## config.mk

```make
export PLATFORM = sky130hd
export DESIGN_NAME = pixel_fb_writer
export DESIGN_NICKNAME = d
export VERILOG_FILES = /design/src/rtl/pixel_fb_writer.sv
export SDC_FILE = /design/constraint.sdc
export NUM_CORES = 1
export LEC_CHECK = 0
export CAP_MARGIN = 20
export CORE_MARGIN = 2
export CORE_UTILIZATION = 54
export CTS_BUF_LIST = sky130_fd_sc_hd__clkbuf_2 sky130_fd_sc_hd__clkbuf_4 sky130_fd_sc_hd__clkbuf_8
export DETAILED_ROUTE_END_ITERATION = 8
export PLACE_DENSITY = 0.83
export SKIP_LAST_GASP = 1
export SLEW_MARGIN = 20
export SYNTH_ARGS = -nofsm -noshare
export SYNTH_HDL_FRONTEND = slang
export SYNTH_SLANG_ARGS = --single-unit
```

## constraint.sdc

```tcl
create_clock -name clk -period 2.7 [get_ports clk]
set_input_delay 0.54 -clock clk [delete_from_list [all_inputs] [get_ports clk]]
set_output_delay 0.54 -clock clk [all_outputs]
set_load 0.005 [all_outputs]
```

## src/rtl/pixel_fb_writer.sv

```systemverilog
// rtl/pixel_fb_writer.sv - sprite pixel stream to framebuffer write port, with clipping, FIFO and clear engine
//
// Purpose: accepts (x, y, colour) pixel writes, clips off-screen pixels, buffers
// on-screen ones as {linear address, colour} in a small FIFO, and drains them to a
// registered single-port framebuffer write port. A clear engine fills the whole
// screen with one colour; pixels arriving during a clear are buffered and drawn
// after it.
//
// Optional feature macro: PIXEL_FB_TRANSPARENT_EN (colour 3'b000 pixels not written).
//
// Ports:
//   clk, resetn          clock, synchronous active-low reset
//   plot, x, y, colour   pixel write strobe and payload
//   ready                FIFO has room this cycle
//   clear_req            level request for a full-screen clear
//   clear_colour         fill colour latched at clear start
//   clear_done           one-cycle pulse after the last clear write
//   fb_addr/data/wren    registered framebuffer write port
//   busy                 clear in progress or FIFO non-empty
//   drop_count           saturating count of on-screen pixels lost to overflow

module pixel_fb_writer #(
    parameter int H_RES      = 320,
    parameter int V_RES      = 240,
    parameter int FIFO_DEPTH = 4,
    parameter int ADDR_W     = 17
) (
    input  logic              clk,
    input  logic              resetn,
    input  logic              plot,
    input  logic [8:0]        x,
    input  logic [7:0]        y,
    input  logic [2:0]        colour,
    output logic              ready,
    input  logic              clear_req,
    input  logic [2:0]        clear_colour,
    output logic              clear_done,
    output logic [ADDR_W-1:0] fb_addr,
    output logic [2:0]        fb_data,
    output logic              fb_wren,
    output logic              busy,
    output logic [7:0]        drop_count
);

    localparam int PTR_W = (FIFO_DEPTH > 1) ? $clog2(FIFO_DEPTH) : 1;
    localparam int CNT_W = PTR_W + 1;

    localparam logic [1:0] ST_STREAM = 2'd0;
    localparam logic [1:0] ST_CLEAR  = 2'd1;
    localparam logic [1:0] ST_DONE   = 2'd2;

    localparam logic [ADDR_W-1:0] LAST_ADDR = ADDR_W'(H_RES * V_RES - 1);
    localparam logic [CNT_W-1:0]  DEPTH_C   = CNT_W'(FIFO_DEPTH);
    localparam logic [31:0]       H_RES_U   = 32'(H_RES);
    localparam logic [31:0]       V_RES_U   = 32'(V_RES);

    logic [1:0]        state_q, state_d;
    logic [ADDR_W-1:0] clr_addr_q, clr_addr_d;
    logic [2:0]        clr_col_q, clr_col_d;
    logic              fb_wren_q, fb_wren_d;
    logic [ADDR_W-1:0] fb_addr_q, fb_addr_d;
    logic [2:0]        fb_data_q, fb_data_d;
    logic              clear_done_q, clear_done_d;
    logic [7:0]        drop_q;

    logic [ADDR_W-1:0] fifo_addr_q [FIFO_DEPTH];
    logic [2:0]        fifo_col_q  [FIFO_DEPTH];
    logic [PTR_W-1:0]  wr_ptr_q, rd_ptr_q;
    logic [CNT_W-1:0]  count_q;

    logic              on_screen;
    logic              opaque;
    logic              accept;
    logic              push;
    logic              drop;
    logic              pop;
    logic [ADDR_W-1:0] push_addr;

    assign on_screen = (32'(x) < H_RES_U) && (32'(y) < V_RES_U);

`ifdef PIXEL_FB_TRANSPARENT_EN
    // Black is the sprite background key: such pixels vanish before the FIFO.
    assign opaque = (colour != 3'b000);
`else
    assign opaque = 1'b1;
`endif

    // ready comes from the registered count only, so it never depends on pop.
    assign ready     = (count_q != DEPTH_C);
    assign accept    = plot && on_screen && opaque;
    assign push      = accept && ready;
    assign drop      = accept && !ready;
    assign push_addr = ADDR_W'(y) * ADDR_W'(H_RES) + ADDR_W'(x);

    always_comb begin
        state_d      = state_q;
        clr_addr_d   = clr_addr_q;
        clr_col_d    = clr_col_q;
        fb_wren_d    = 1'b0;
        fb_addr_d    = fb_addr_q;
        fb_data_d    = fb_data_q;
        clear_done_d = 1'b0;
        pop          = 1'b0;
        case (state_q)
            ST_STREAM: begin
                // A clear request takes priority over draining buffered pixels.
                if (clear_req) begin
                    clr_col_d  = clear_colour;
                    clr_addr_d = '0;
                    state_d    = ST_CLEAR;
                end else if (count_q != '0) begin
                    pop       = 1'b1;
                    fb_wren_d = 1'b1;
                    fb_addr_d = fifo_addr_q[rd_ptr_q];
                    fb_data_d = fifo_col_q[rd_ptr_q];
                end
            end
            ST_CLEAR: begin
                fb_wren_d  = 1'b1;
                fb_addr_d  = clr_addr_q;
                fb_data_d  = clr_col_q;
                clr_addr_d = clr_addr_q + 1'b1;
                if (clr_addr_q == LAST_ADDR) begin
                    state_d = ST_DONE;
                end
            end
            ST_DONE: begin
                clear_done_d = 1'b1;
                state_d      = ST_STREAM;
            end
            default: begin
                state_d = ST_STREAM;
            end
        endcase
    end

    always_ff @(posedge clk) begin
        if (!resetn) begin
            state_q      <= ST_STREAM;
            clr_addr_q   <= '0;
            clr_col_q    <= '0;
            fb_wren_q    <= 1'b0;
            fb_addr_q    <= '0;
            fb_data_q    <= '0;
            clear_done_q <= 1'b0;
        end else begin
            state_q      <= state_d;
            clr_addr_q   <= clr_addr_d;
            clr_col_q    <= clr_col_d;
            fb_wren_q    <= fb_wren_d;
            fb_addr_q    <= fb_addr_d;
            fb_data_q    <= fb_data_d;
            clear_done_q <= clear_done_d;
        end
    end

    // FIFO storage needs no reset; occupancy is tracked by the pointers and count.
    always_ff @(posedge clk) begin
        if (push) begin
            fifo_addr_q[wr_ptr_q] <= push_addr;
            fifo_col_q[wr_ptr_q]  <= colour;
        end
    end

    always_ff @(posedge clk) begin
        if (!resetn) begin
            wr_ptr_q <= '0;
            rd_ptr_q <= '0;
            count_q  <= '0;
            drop_q   <= '0;
        end else begin
            if (push) begin
                wr_ptr_q <= wr_ptr_q + 1'b1;
            end
            if (pop) begin
                rd_ptr_q <= rd_ptr_q + 1'b1;
            end
            case ({push, pop})
                2'b10:   count_q <= count_q + 1'b1;
                2'b01:   count_q <= count_q - 1'b1;
                default: count_q <= count_q;
            endcase
            if (drop && (drop_q != 8'hFF)) begin
                drop_q <= drop_q + 1'b1;
            end
        end
    end

    assign fb_wren    = fb_wren_q;
    assign fb_addr    = fb_addr_q;
    assign fb_data    = fb_data_q;
    assign clear_done = clear_done_q;
    assign drop_count = drop_q;
    assign busy       = (state_q != ST_STREAM) || (count_q != '0);

endmodule

```

; ---- Yosys cells after proc, flatten, opt, wreduce, memory -nomap -nowiden
; Memories as Yosys holds them, arrays and structs flattened. A register that Yosys moved wholly into a read port is not among the register bits.
; Cells that the tools add are included.
[word_totals]
register_bits = 59
ram_bits = 80
out_inout_bits = 32
mem_count = 2
[op_classes]
n_addsub = 7
n_mul = 1
magnitude_cmp = 2
n_eq_ne = 11
n_mux = 23
reduce_logical = 16
[memory_table]
columns = name, words, width, rd, rd_ports_with_merged_regs, write_ports, line_no
row1 = fifo_addr_q, 4, 17, 1, 1, 1, 66  ; logic [ADDR_W-1:0] fifo_addr_q [FIFO_DEPTH];
row2 = fifo_col_q, 4, 3, 1, 1, 1, 67  ; logic [2:0] fifo_col_q [FIFO_DEPTH];
[op_table]
columns = cell, count
row1 = 17-bit case mux with 2 select lines, 2
row2 = 17-bit two-way mux, 3
row3 = 17-bit by 1-bit adder with 17-bit output (second input constant), 1
row4 = 17-bit by 9-bit adder with 17-bit output, 1
row5 = 17-bit equality test (second input constant), 1
row6 = 2-bit two-way mux, 6
row7 = 3-bit case mux with 2 select lines, 2
row8 = 8-bit by 3-bit multiplier with 11-bit output (second input constant), 1
row9 = 9-bit < comparator (second input constant), 1
row10 = 8-bit by 1-bit adder with 8-bit output (second input constant), 1
row11 = 8-bit < comparator (second input constant), 1
row12 = 2-bit inequality test (second input constant), 4
row13 = 8-bit inequality test (second input constant), 1
row14 = 1-bit two-way mux, 6
row15 = 3-bit two-way mux, 2
row16 = 2-bit AND reduction, 3
row17 = 2-bit nonzero test, 3
row18 = 1-bit logical AND, 5
row19 = 2-bit by 1-bit adder with 2-bit output (second input constant), 2
row20 = 2-bit by 1-bit equality test with 1-bit output (second input constant), 2
row21 = 2-bit equality test (second input constant), 2
row22 = 2-bit case mux with 2 select lines, 1
row23 = 3-bit by 1-bit adder with 3-bit output (second input constant), 1
row24 = 3-bit inequality test (second input constant), 1
row25 = 7 further kinds, 7

; ---- Depth between registers and ports, before layout
; Gate-level depths: netlist (run 1).
[depth]
ltp_word = 6
ltp_mapped = 10
depth_no_buf = 10

; ---- Least setup slack after synthesis (run 1)
; No wires, ideal clock.
[synth_path]
kind = input port to flip-flop
from = in y[1]
to = mem fifo_addr_q[0][16] (data pin)
setup_time_ps = 226
arrival_time_ps = 2546
setup_slack_ps = -72
stages = 8
n_path_buf = 0
cell_sequence = ha_1 > ha_1 > fa_1 > a211oi_1 > nor2_1 > xor2_1 > nand3b_1 > o32ai_1
[synth_via]
elab_chain_len = 2
[synth_lines]
columns = element, line_no
row1 = "start, declared", 32  ; input logic [7:0] y,
row2 = 8-bit by 3-bit multiplier with 11-bit output, 93  ; assign push_addr = ADDR_W'(y) * ADDR_W'(H_RES) + ADDR_W'(x);
row3 = 17-bit by 9-bit adder with 17-bit output, 93
row4 = via push_addr[16], 77  ; logic [ADDR_W-1:0] push_addr;
row5 = "end, declared", 66
; The timed path passes the listed nets, and every way through them passes these cells.

; ---- Worst setup path after layout (run 1)
[layout_path]
from = in y[2]
to = mem fifo_addr_q[3][16] (data pin)
; Same word-level chain as after synthesis.

==> reports/metrics.cfg, run 1 <==
[run_status]
status = complete, but fails checks
violations = DRC

[final_layout]
layout-drive-gt1-share_pct = 19.7
stdcell_count = 778
syn2layout_area_growth_pct = 23.6
fin_util_pct = 69.2
nets = 674
antenna_cells = 0
final_area_sq_um = 7970

[sta]
tightest_slew_ns = 0.812
tns_ns = 0
clock-skew-final_ns = 0.0143
slew_headroom_pct = 45.9
fmax_ghz = 0.373
timing.final.crit_period_ns = 2.68
finalHoldViolCount = 0
slew_viol_final = 0
finalSetupViolations = 0
fin_crit_sh_pct = 99.3
setup_ws_ns = 0.0199

[power]
p_switching_mw = 1.67
p_leak_nw = 3.06
p_comb_share_pct = 26.4
power_frac_seq_pct = 46.5
irDropWorstVdd_mv = 0.391
p_per_area_nw_per_um2 = 710
p_int_mw = 3.98
netSwitchingFraction_pct = 29.6
pwr-share-clk_pct = 27.1

[route]
detail_route.vias_per_cell = 5.86
antenna_left = 0
firstDrtPassIters = 7
dr.first_iter.drc_count = 397
route.detailed.drc = 2
wl_um = 13500
wl_per_cell_um = 17.4
num_vias = 4556

[grt]
grt_overflow = 0
grt_max_degree = 52
grt_pass1_wl_um = 22100
grt_pass1_vias = 4578
grt_use_total_pct = 22.0
antenna_found_initial = 0

[critical_path]
r2r-end = count_q[2]
critPathKind = in -> reg
cp-start-kind = input pin
required_ns = 2.94
cp_cell_sequence = clkdlybuf4s50_1 -> ha_2 -> ha_4 -> fa_2 -> a211oi_4 -> nor2_1 -> xor2_1 -> nand3b_1 -> o32ai_4
rr_startpoint = count_q[0]
path_buf_inv = 1
critical_path.max_stage_delay_ns = 0.44
worstPathMaxFanout = 4
cp-end-kind = flop
cp_slowest_cell = clkdlybuf4s50_1
reg2reg_slack_ns = 0.49
critPathTopFamily = adder cells
cp.arrival_ns = 2.92
reg2reg_depth = 9

[floorplanning]
die_y_um = 113
core_area_sq_um = 11500
die-area_sq_um = 12800
die_x_um = 113
fp-row-count = 39
ios = 59
initial_core_util_pct = 56.0

[yosys]
synth_warnings = 0
syn_inst = 524
synth_commonest_cells = 80 x edfxtp_1, 64 x nand2_1, 61 x dfxtp_1, 32 x nand3_1
ys_types = 64
synth_largest_area_cell = edfxtp_1
synth_nets = 576
synth_top_cell_area_share_pct = 37.3
netlist_top_cells_area = edfxtp_1 37%, dfxtp_1 19%, mux4_2 7.0%, ha_1 4.3%, nand2_1 3.7%
async_reset_ff_share_pct = 0
syn_avg_cell_area_sq_um = 12.3
synth-seq-cells = 141
syn_area_sq_um = 6450
synth_edf_count = 80
synth_seq_area_share_pct = 56.2
yosys_most_used_dff = edfxtp_1
synth_most_common_cell = edfxtp_1

[min_path]
hold_end = clr_col_q[0]
hold_path.class = reg -> reg
min_path_cells = 2
hold_path.startpoint = clr_col_q[0]

[placement]
place_inst = 746
placed_area_sq_um = 7490
dp_slack_ns = -0.645
dpl.hpwl_um = 9360
io_buffers = 58
routabilityCongestion = 0.851

[flow_run]
maxCapViolations = 0

[clocking]
numCtsBuffers = 17
cts_setup_buffers = 0
clk_pin_slew_ns = 0.09
cts.htree.levels = 4
cts_buffer_depth = 2
cts_tree = built
cts-root-buf = clkbuf_8
cts.sinks = 141
clk_latency_ns = 0.43

[flip-flops by register name (all words and copies together), names as in the netlist, named ones only]
signal / count
clear_done: 1
clr_addr_q: 17
clr_col_q: 3
count_q: 3
drop_count: 8
fb_addr: 17
fb_data: 3
fb_wren: 1
fifo_addr_q: 68
fifo_col_q: 12
rd_ptr_q: 2
state_q: 2
wr_ptr_q: 2
[placed cells by master, fill, tap and decap left out, types with 11 or more instances in the layout]
cell type        netlist  layout
mux4_2                20      20
nand3_1               32      32
and2_1                16      16
clkdlybuf4s50_1        0      55
a21oi_1               12      11
dfxtp_1               61      61
edfxtp_1              80      80
inv_1                 14      14
nand2_1               64      64
o21ai_0               18      16
a21boi_0              11      11
o211a_1               22      22
ha_1                  22      18
buf_4                  2      41
nor2_1                15      15
clkbuf_8               1      17
[layer usage]
layer	track usage (%)	vias to the layer above	wire length, um
met5	0	-	0
met4	7.48	0	178
met1	27.6	2215	5330
met3	4.82	15	722
met2	38.0	166	7290
li1	-	2160	-
[cell type report]
class | count | area [sq um]
Multi-Input combinational cell | 343 | 2760
Inverter | 15 | 56.3
Clock buffer | 17 | 234
Clock inverter | 15 | 128
Fill cell | 816 | 3550
Tap cell | 143 | 179
Sequential cell | 141 | 3620
Timing Repair Buffer | 104 | 988
[repair_timing]
| action | in CTS | in global routing |
|---|---|---|
| pin swaps | 3 | 8 |
| hold buffers | 0 | 0 |
| gates resized for setup | 6 | 16 |
| endpoints found under the hold margin | 0 | 0 |
| setup endpoints to repair | 16 | 20 |
[worst max path at each step]
stage	startpoint	end	slack, ns	cells after the start
2_1_floorplan	y[1]	fifo_addr_q[0][16]	0.003	8
3_3_place_gp	y[1]	fifo_addr_q[0][16]	-0.50	9
3_5_place_dp	y[1]	fifo_addr_q[2][16]	-0.64	9
4_1_cts	y[1]	fifo_addr_q[2][15]	0.01	9
5_1_grt	y[2]	fifo_addr_q[3][15]	-0.07	8
6_report	y[2]	fifo_addr_q[3][16]	0.02	9
[cell families (layout without fill, tap and decap cells)]
group                      Yosys count  after routing  share of synthesized area, %
and+or+nand+nor                    183            183                          14.8
DFF                                141            141                          56.2
AOI/OAI and AO/OA                   92             92                          10.7
buffers and inverters               40            151                          2.89
adders and majority gates           25             25                          5.20
muxes                               24             24                          7.61
xor gates and xnor gates            19             19                          2.58
[metrics by stage]
| stage | hold WS [ns] | power [mW] |
|---|---|---|
| after floorplan | 0.444 | 3.49 |
| after global placement | 0.454 | 4.05 |
| final | 0.478 | 5.66 |
| after detailed placement | 0.475 | 4.13 |
| after CTS | 0.487 | 5.66 |
| after global routing | 0.503 | 5.94 |
[power groups by stage]
stage	combinational [mW]	sequential, mW	clock [mW]
floorplan	0.831	2.66	0
finish	1.49	2.63	1.53
detailed placement	1.45	2.68	0
global route	1.63	2.65	1.66
CTS	1.47	2.63	1.56
global placement	1.38	2.66	0
[worst reg2reg max path: cells and delay by family (launching register included)]
kind / cells / cell delay [ns]
AND/OR/NAND/NOR: 3 / 0.65
adder cells (fa/ha/maj): 2 / 0.53
flip-flops: 1 / 0.43
buffers and inverters: 2 / 0.22
XOR/XNOR: 1 / 0.16
AO/OA/AOI/OAI: 1 / 0.16
No activity file was read; power rests on OpenSTA's default activity.
==> run 2: changes to the inputs <==
SKIP_CTS_REPAIR_TIMING = 1   (was default)
==> run 2 against run 1 <==
Against the previous run: the run ends with DRC, setup timing left; clock power hardly changed; sequential share of layout area is 0.27 points higher; power hardly changed; register-to-register slack hardly changed; clock skew hardly changed; routed wire length is 0.27% lower; cell area is 0.58% lower; clock-buffer cell count stayed put; critical path depth is 1 lower; die area stayed put; largest power group unchanged.
==> reports/metrics.cfg, run 2 (synthesis results as in run 1) <==
[clocking]
cts.htree.levels = 4  ; unchanged
cts-root-buf = clkbuf_8  ; unchanged
clk_latency_ns = 0.43  ; about the same
clk_pin_slew_ns = 0.09  ; about the same
cts.sinks = 141  ; unchanged
cts_tree = built  ; unchanged
cts_buffer_depth = 2  ; unchanged
numCtsBuffers = 17  ; unchanged

[route]
route.detailed.drc = 2  ; unchanged
dr.first_iter.drc_count = 398  ; was 397
detail_route.vias_per_cell = 5.81  ; was 5.86
antenna_left = 0  ; unchanged
wl_per_cell_um = 17.3  ; was 17.4 um
firstDrtPassIters = 7  ; unchanged
wl_um = 13500  ; about the same
num_vias = 4523  ; was 4556

[sta]
finalHoldViolCount = 0  ; unchanged
timing.final.crit_period_ns = 2.73  ; was 2.68 ns
setup_ws_ns = -0.0277  ; was 0.0199 ns
tightest_slew_ns = 0.812  ; about the same
rsz0062_at_grt = true
slew_headroom_pct = 45.9  ; about the same
fmax_ghz = 0.367  ; was 0.373 GHz
slew_viol_final = 0  ; unchanged
fin_crit_sh_pct = 101  ; was 99.3%
finalSetupViolations = 4  ; was 0
clock-skew-final_ns = 0.0141  ; was 0.0143 ns

[critical_path]
cp_cell_sequence = clkdlybuf4s50_1 -> ha_1 -> ha_1 -> a211oi_2 -> o21ai_1 -> a221oi_2 -> nand3_1 -> xor2_2  ; was clkdlybuf4s50_1 -> ha_2 -> ha_4 -> fa_2 -> a211oi_4 -> nor2_1 -> xor2_1 -> nand3b_1 -> o32ai_4
critical_path.max_stage_delay_ns = 0.43  ; was 0.44 ns
cp-start-kind = input pin  ; unchanged
crit_top_cell = ha_1
cp-end-kind = flop  ; unchanged
cp_slowest_cell = clkdlybuf4s50_1  ; unchanged
required_ns = 2.87  ; was 2.94 ns
worstPathMaxFanout = 4  ; unchanged
cp.arrival_ns = 2.89  ; was 2.92 ns
critPathKind = in -> reg  ; unchanged

[floorplanning]
die-area_sq_um = 12800  ; unchanged
die_x_um = 113  ; unchanged
core_area_sq_um = 11500  ; unchanged
fp-row-count = 39  ; unchanged
die_y_um = 113  ; unchanged
ios = 59  ; unchanged
initial_core_util_pct = 56.0  ; unchanged

[final_layout]
largest_reg_flops = 68  ; unchanged
final-seq-area_sq_um = 3620  ; unchanged
layout-drive-gt1-share_pct = 18.9  ; was 19.7%
layout_common_cells = 80 x edfxtp_1, 64 x nand2_1, 61 x dfxtp_1, 55 x clkdlybuf4s50_1, 42 x buf_4  ; was 80 x edfxtp_1, 64 x nand2_1, 61 x dfxtp_1, 55 x clkdlybuf4s50_1, 41 x buf_4
syn2layout_area_growth_pct = 22.9  ; was 23.6%
nets = 675  ; was 674
max_flop_register = fifo_addr_q  ; unchanged
n_fill_cell = 825  ; was 816
stdcell_count = 779  ; was 778
antenna_cells = 0  ; unchanged
final_area_sq_um = 7920  ; was 7970 sq um
multi_input_area_sq_um = 2710  ; was 2760 sq um
mostFrequentLayoutCell = edfxtp_1  ; unchanged

[placement]
io_buffers = 58  ; unchanged
place_inst = 746  ; unchanged
placed_area_sq_um = 7490  ; unchanged
routabilityCongestion = 0.851  ; unchanged
dpl.hpwl_um = 9360  ; unchanged

[grt]
grt_use_total_pct = 21.9  ; was 22.0%
grt_pass1_vias = 4572  ; was 4578
antenna_found_initial = 0  ; unchanged
grt_pass1_wl_um = 22000  ; was 22100 um
grt_overflow = 0  ; unchanged
grt_max_degree = 52  ; unchanged

[power]
p_leak_nw = 3.05  ; was 3.06 nW
irDropWorstVdd_mv = 0.390  ; was 0.391 mV
p_per_area_nw_per_um2 = 713  ; was 710 nW/um^2

[flow_run]
maxCapViolations = 0  ; unchanged

[min_path]
hold_path.class = reg -> reg  ; unchanged

[run_status]
violations = DRC, setup timing  ; was DRC
status = complete, but fails checks  ; unchanged

==> run 2: cell count changes in the layout (fill, tap and decap cells not counted), sizes merged <==
cell  previous run  this run
buf             47        48
==> run 2: path summary, 6_finish.rpt <==
kind	startpoint	to	slack, ns	depth (start not counted)
worst max-delay path	y[2]	fifo_addr_q[3][15]	-0.03	8
worst min-delay path	clr_col_q[0]	clr_col_q[0]	0.48	2
worst max register to register	count_q[0]	count_q[2]	0.49	9
worst min register to register	clr_col_q[0]	clr_col_q[0]	0.48	2
==> run 2: report_power, final <==
part	internal, mW	switching (mW)	total, mW
sequential	2.51	0.117	2.63
clock	0.670	0.870	1.54
combinational	0.789	0.690	1.48
==> run 2: critical path: cells and delay by family <==
family | cells | cell delay [ns]
AOI/OAI and AO/OA | 3 | 0.79
adders and majority gates | 2 | 0.71
buffers and inverters | 1 | 0.43
xor gates and xnor gates | 1 | 0.23
and+or+nand+nor | 1 | 0.19
==> run 2: cell type report <==
class,instances,share of cell area [%]
well taps,143,2.26
repair buffers,105,12.6
multi-input cells,343,34.1
inverters,15,0.711
flip-flops and latches,141,45.7
clock inverters,15,1.61
clock buffers,17,2.95
==> run 2: metal layers <==
layer / up-vias / share of wire [%] / GRT usage (%)
met4: 0 / 1.4 / 7.80
met1: 2192 / 40 / 27.3
met2: 150 / 54 / 37.8
li1: 2165 / - / -
met3: 16 / 5.0 / 4.82
met5: - / 0 / 0
==> run 2: through the flow <==
| stage | hold WS (ns) | util (%) | power (mW) | setup TNS, ns | setup WS (ns) |
|---|---|---|---|---|---|
| after floorplan | 0.444 | - | 3.49 | 0 | 0.00350 |
| after global placement | 0.454 | 65.0 | 4.05 | -8.20 | -0.500 |
| after detailed placement | 0.475 | 65.0 | 4.13 | -11.41 | -0.645 |
| after CTS | 0.487 | 68.2 | 5.65 | -2.23 | -0.191 |
| after global routing | 0.503 | 68.8 | 5.92 | -1.27 | -0.145 |
| final | 0.478 | 68.8 | 5.65 | -0.110 | -0.0277 |
==> run 3: changes to the inputs <==
CORE_MARGIN = default   (was 2)
==> run 3 against run 2 <==
Against the previous run: the run still ends with DRC, setup timing left; worst hold slack got worse by 0.0017 ns; sequential power about the same; global-route usage increased by 0.91 points; sequential share of layout area is 0.66 points lower; cell area increased by 1.5%; routed wire length rose by 0.38%; highest routed layer unchanged; sequential cell count unchanged; register-to-register slack barely moved; worst setup slack lost 0.013 ns; non-clock buffer count increased by 1; clock-buffer cell count increased by 1.
==> reports/metrics.cfg, run 3 (synthesis results as in run 1) <==
[run_status]
status = complete, but fails checks  ; unchanged
violations = DRC, setup timing  ; unchanged

[clocking]
cts.sinks = 141  ; unchanged
cts_tree = built  ; unchanged
cts-root-buf = clkbuf_8  ; unchanged
cts_buffer_depth = 2  ; unchanged
cts.htree.levels = 4  ; unchanged
clk_latency_ns = 0.46  ; was 0.43 ns
numCtsBuffers = 17  ; unchanged
clk_pin_slew_ns = 0.09  ; about the same

[route]
detail_route.vias_per_cell = 5.94  ; was 5.81
wl_per_cell_um = 17.4  ; was 17.3 um
antenna_left = 0  ; unchanged
dr.first_iter.drc_count = 293  ; was 398
route.detailed.drc = 10  ; was 2
num_vias = 4630  ; was 4523
firstDrtPassIters = 7  ; unchanged
wl_um = 13500  ; about the same

[sta]
slew_headroom_pct = 55.6  ; was 45.9%
rsz0062_at_grt = true  ; unchanged
setup_ws_ns = -0.0412  ; was -0.0277 ns
fin_crit_sh_pct = 102  ; was 101%
timing.final.crit_period_ns = 2.74  ; was 2.73 ns
tns_ns = -0.436  ; was -0.110 ns
fmax_ghz = 0.365  ; was 0.367 GHz
finalSetupViolations = 12  ; was 4
tightest_slew_ns = 0.666  ; was 0.812 ns
finalHoldViolCount = 0  ; unchanged
whs_ns = 0.477  ; was 0.478 ns
clock-skew-final_ns = 0.0205  ; was 0.0141 ns
slew_viol_final = 0  ; unchanged

[power]
p_switching_mw = 1.71  ; was 1.68 mW
p_per_area_nw_per_um2 = 732  ; was 713 nW/um^2
irDropWorstVdd_mv = 0.411  ; was 0.390 mV
p_leak_nw = 3.09  ; was 3.05 nW
power_frac_seq_pct = 44.6  ; was 46.5%
netSwitchingFraction_pct = 29.0  ; was 29.7%
p_comb_share_pct = 25.3  ; was 26.2%
p_int_mw = 4.18  ; was 3.97 mW
pwr-share-clk_pct = 30.1  ; was 27.3%

[critical_path]
cp-start-kind = input pin  ; unchanged
critPathKind = in -> reg  ; unchanged
reg2reg_slack_ns = 0.49  ; about the same
cp-end-kind = flop  ; unchanged
cp.arrival_ns = 2.93  ; was 2.89 ns
required_ns = 2.89  ; was 2.87 ns
worstPathMaxFanout = 4  ; unchanged

[placement]
routabilityCongestion = 0.858  ; was 0.851
place_inst = 748  ; was 746
dpl.hpwl_um = 9200  ; was 9360 um
io_buffers = 58  ; unchanged
dp_slack_ns = -0.601  ; was -0.645 ns

[final_layout]
mostFrequentLayoutCell = edfxtp_1  ; unchanged
layout_common_cells = 80 x edfxtp_1, 64 x nand2_1, 61 x dfxtp_1, 54 x clkdlybuf4s50_1, 43 x buf_4  ; was 80 x edfxtp_1, 64 x nand2_1, 61 x dfxtp_1, 55 x clkdlybuf4s50_1, 42 x buf_4
largest_reg_flops = 68  ; unchanged
max_flop_register = fifo_addr_q  ; unchanged
nets = 676  ; was 675
stdcell_count = 780  ; was 779
syn2layout_area_growth_pct = 24.7  ; was 22.9%
antenna_cells = 0  ; unchanged
layout-drive-gt1-share_pct = 19.9  ; was 18.9%
fin_util_pct = 69.8  ; was 68.8%

[grt]
grt_max_degree = 42  ; was 52
grt_overflow = 0  ; unchanged
grt_pass1_wl_um = 21900  ; was 22000 um
grt_use_total_pct = 22.8  ; was 21.9%
antenna_found_initial = 0  ; unchanged
grt_pass1_vias = 4472  ; was 4572

[flow_run]
maxCapViolations = 0  ; unchanged

[floorplanning]
fp-row-count = 39  ; unchanged
ios = 59  ; unchanged
initial_core_util_pct = 56.0  ; unchanged
die-area_sq_um = 12400  ; was 12800 sq um
core_area_sq_um = 11500  ; unchanged
die_x_um = 111  ; was 113 um
die_y_um = 111  ; was 113 um

[min_path]
hold_path.class = reg -> reg  ; unchanged

-- run 3: cell type report --
type,count,area (sq um)
repair buffers,106,1010
fillers,753,3480
multi-input cells,343,2750
clock inverters,14,178
inverters,15,56.3
flip-flops and latches,141,3620
clock buffers,18,241
well taps,143,179
-- run 3: path summary, 6_finish.rpt --
kind	startpoint	endpoint	cells after the start
min reg2reg	clr_col_q[0]	clr_col_q[0]	2
max	y[0]	fifo_addr_q[0][14]	9
min	clr_col_q[0]	clr_col_q[0]	2
max reg2reg	count_q[0]	count_q[2]	9
-- run 3: routing by layer --
layer  global-route usage, %  share of wire, %  wire (um)  up-vias
met5                       0                 0          0        -
met4                    9.28               2.8        379        0
met3                    5.63               4.9        665       37
met2                    38.4                50       6830      145
met1                    28.1                42       5670     2280
li1                        -                 -          -     2168
-- run 3: worst max-delay path, stage by stage --
cell and delay (ns):
clkdlybuf4s50_1 0.43, ha_1 0.24, ha_4 0.18, fa_2 0.42, a211oi_2 0.25, nor2_1 0.11
xor2_1 0.25, nand3b_1 0.26, xnor2_2 0.25
-- run 3: power groups by stage --
stage	combinational [mW]	sequential [mW]	clock (mW)
after detailed placement	1.45	2.67	0
after CTS	1.46	2.63	1.79
after floorplan	0.831	2.66	0
after global routing	1.62	2.65	1.87
after global placement	1.39	2.66	0
final	1.49	2.62	1.77
-- run 3: stage by stage --
step	cell area [sq um]	power (mW)
floorplan	6450	3.49
global placement	7500	4.05
detailed placement	7500	4.12
CTS	7920	5.87
global route	8040	6.14
finish	8040	5.89
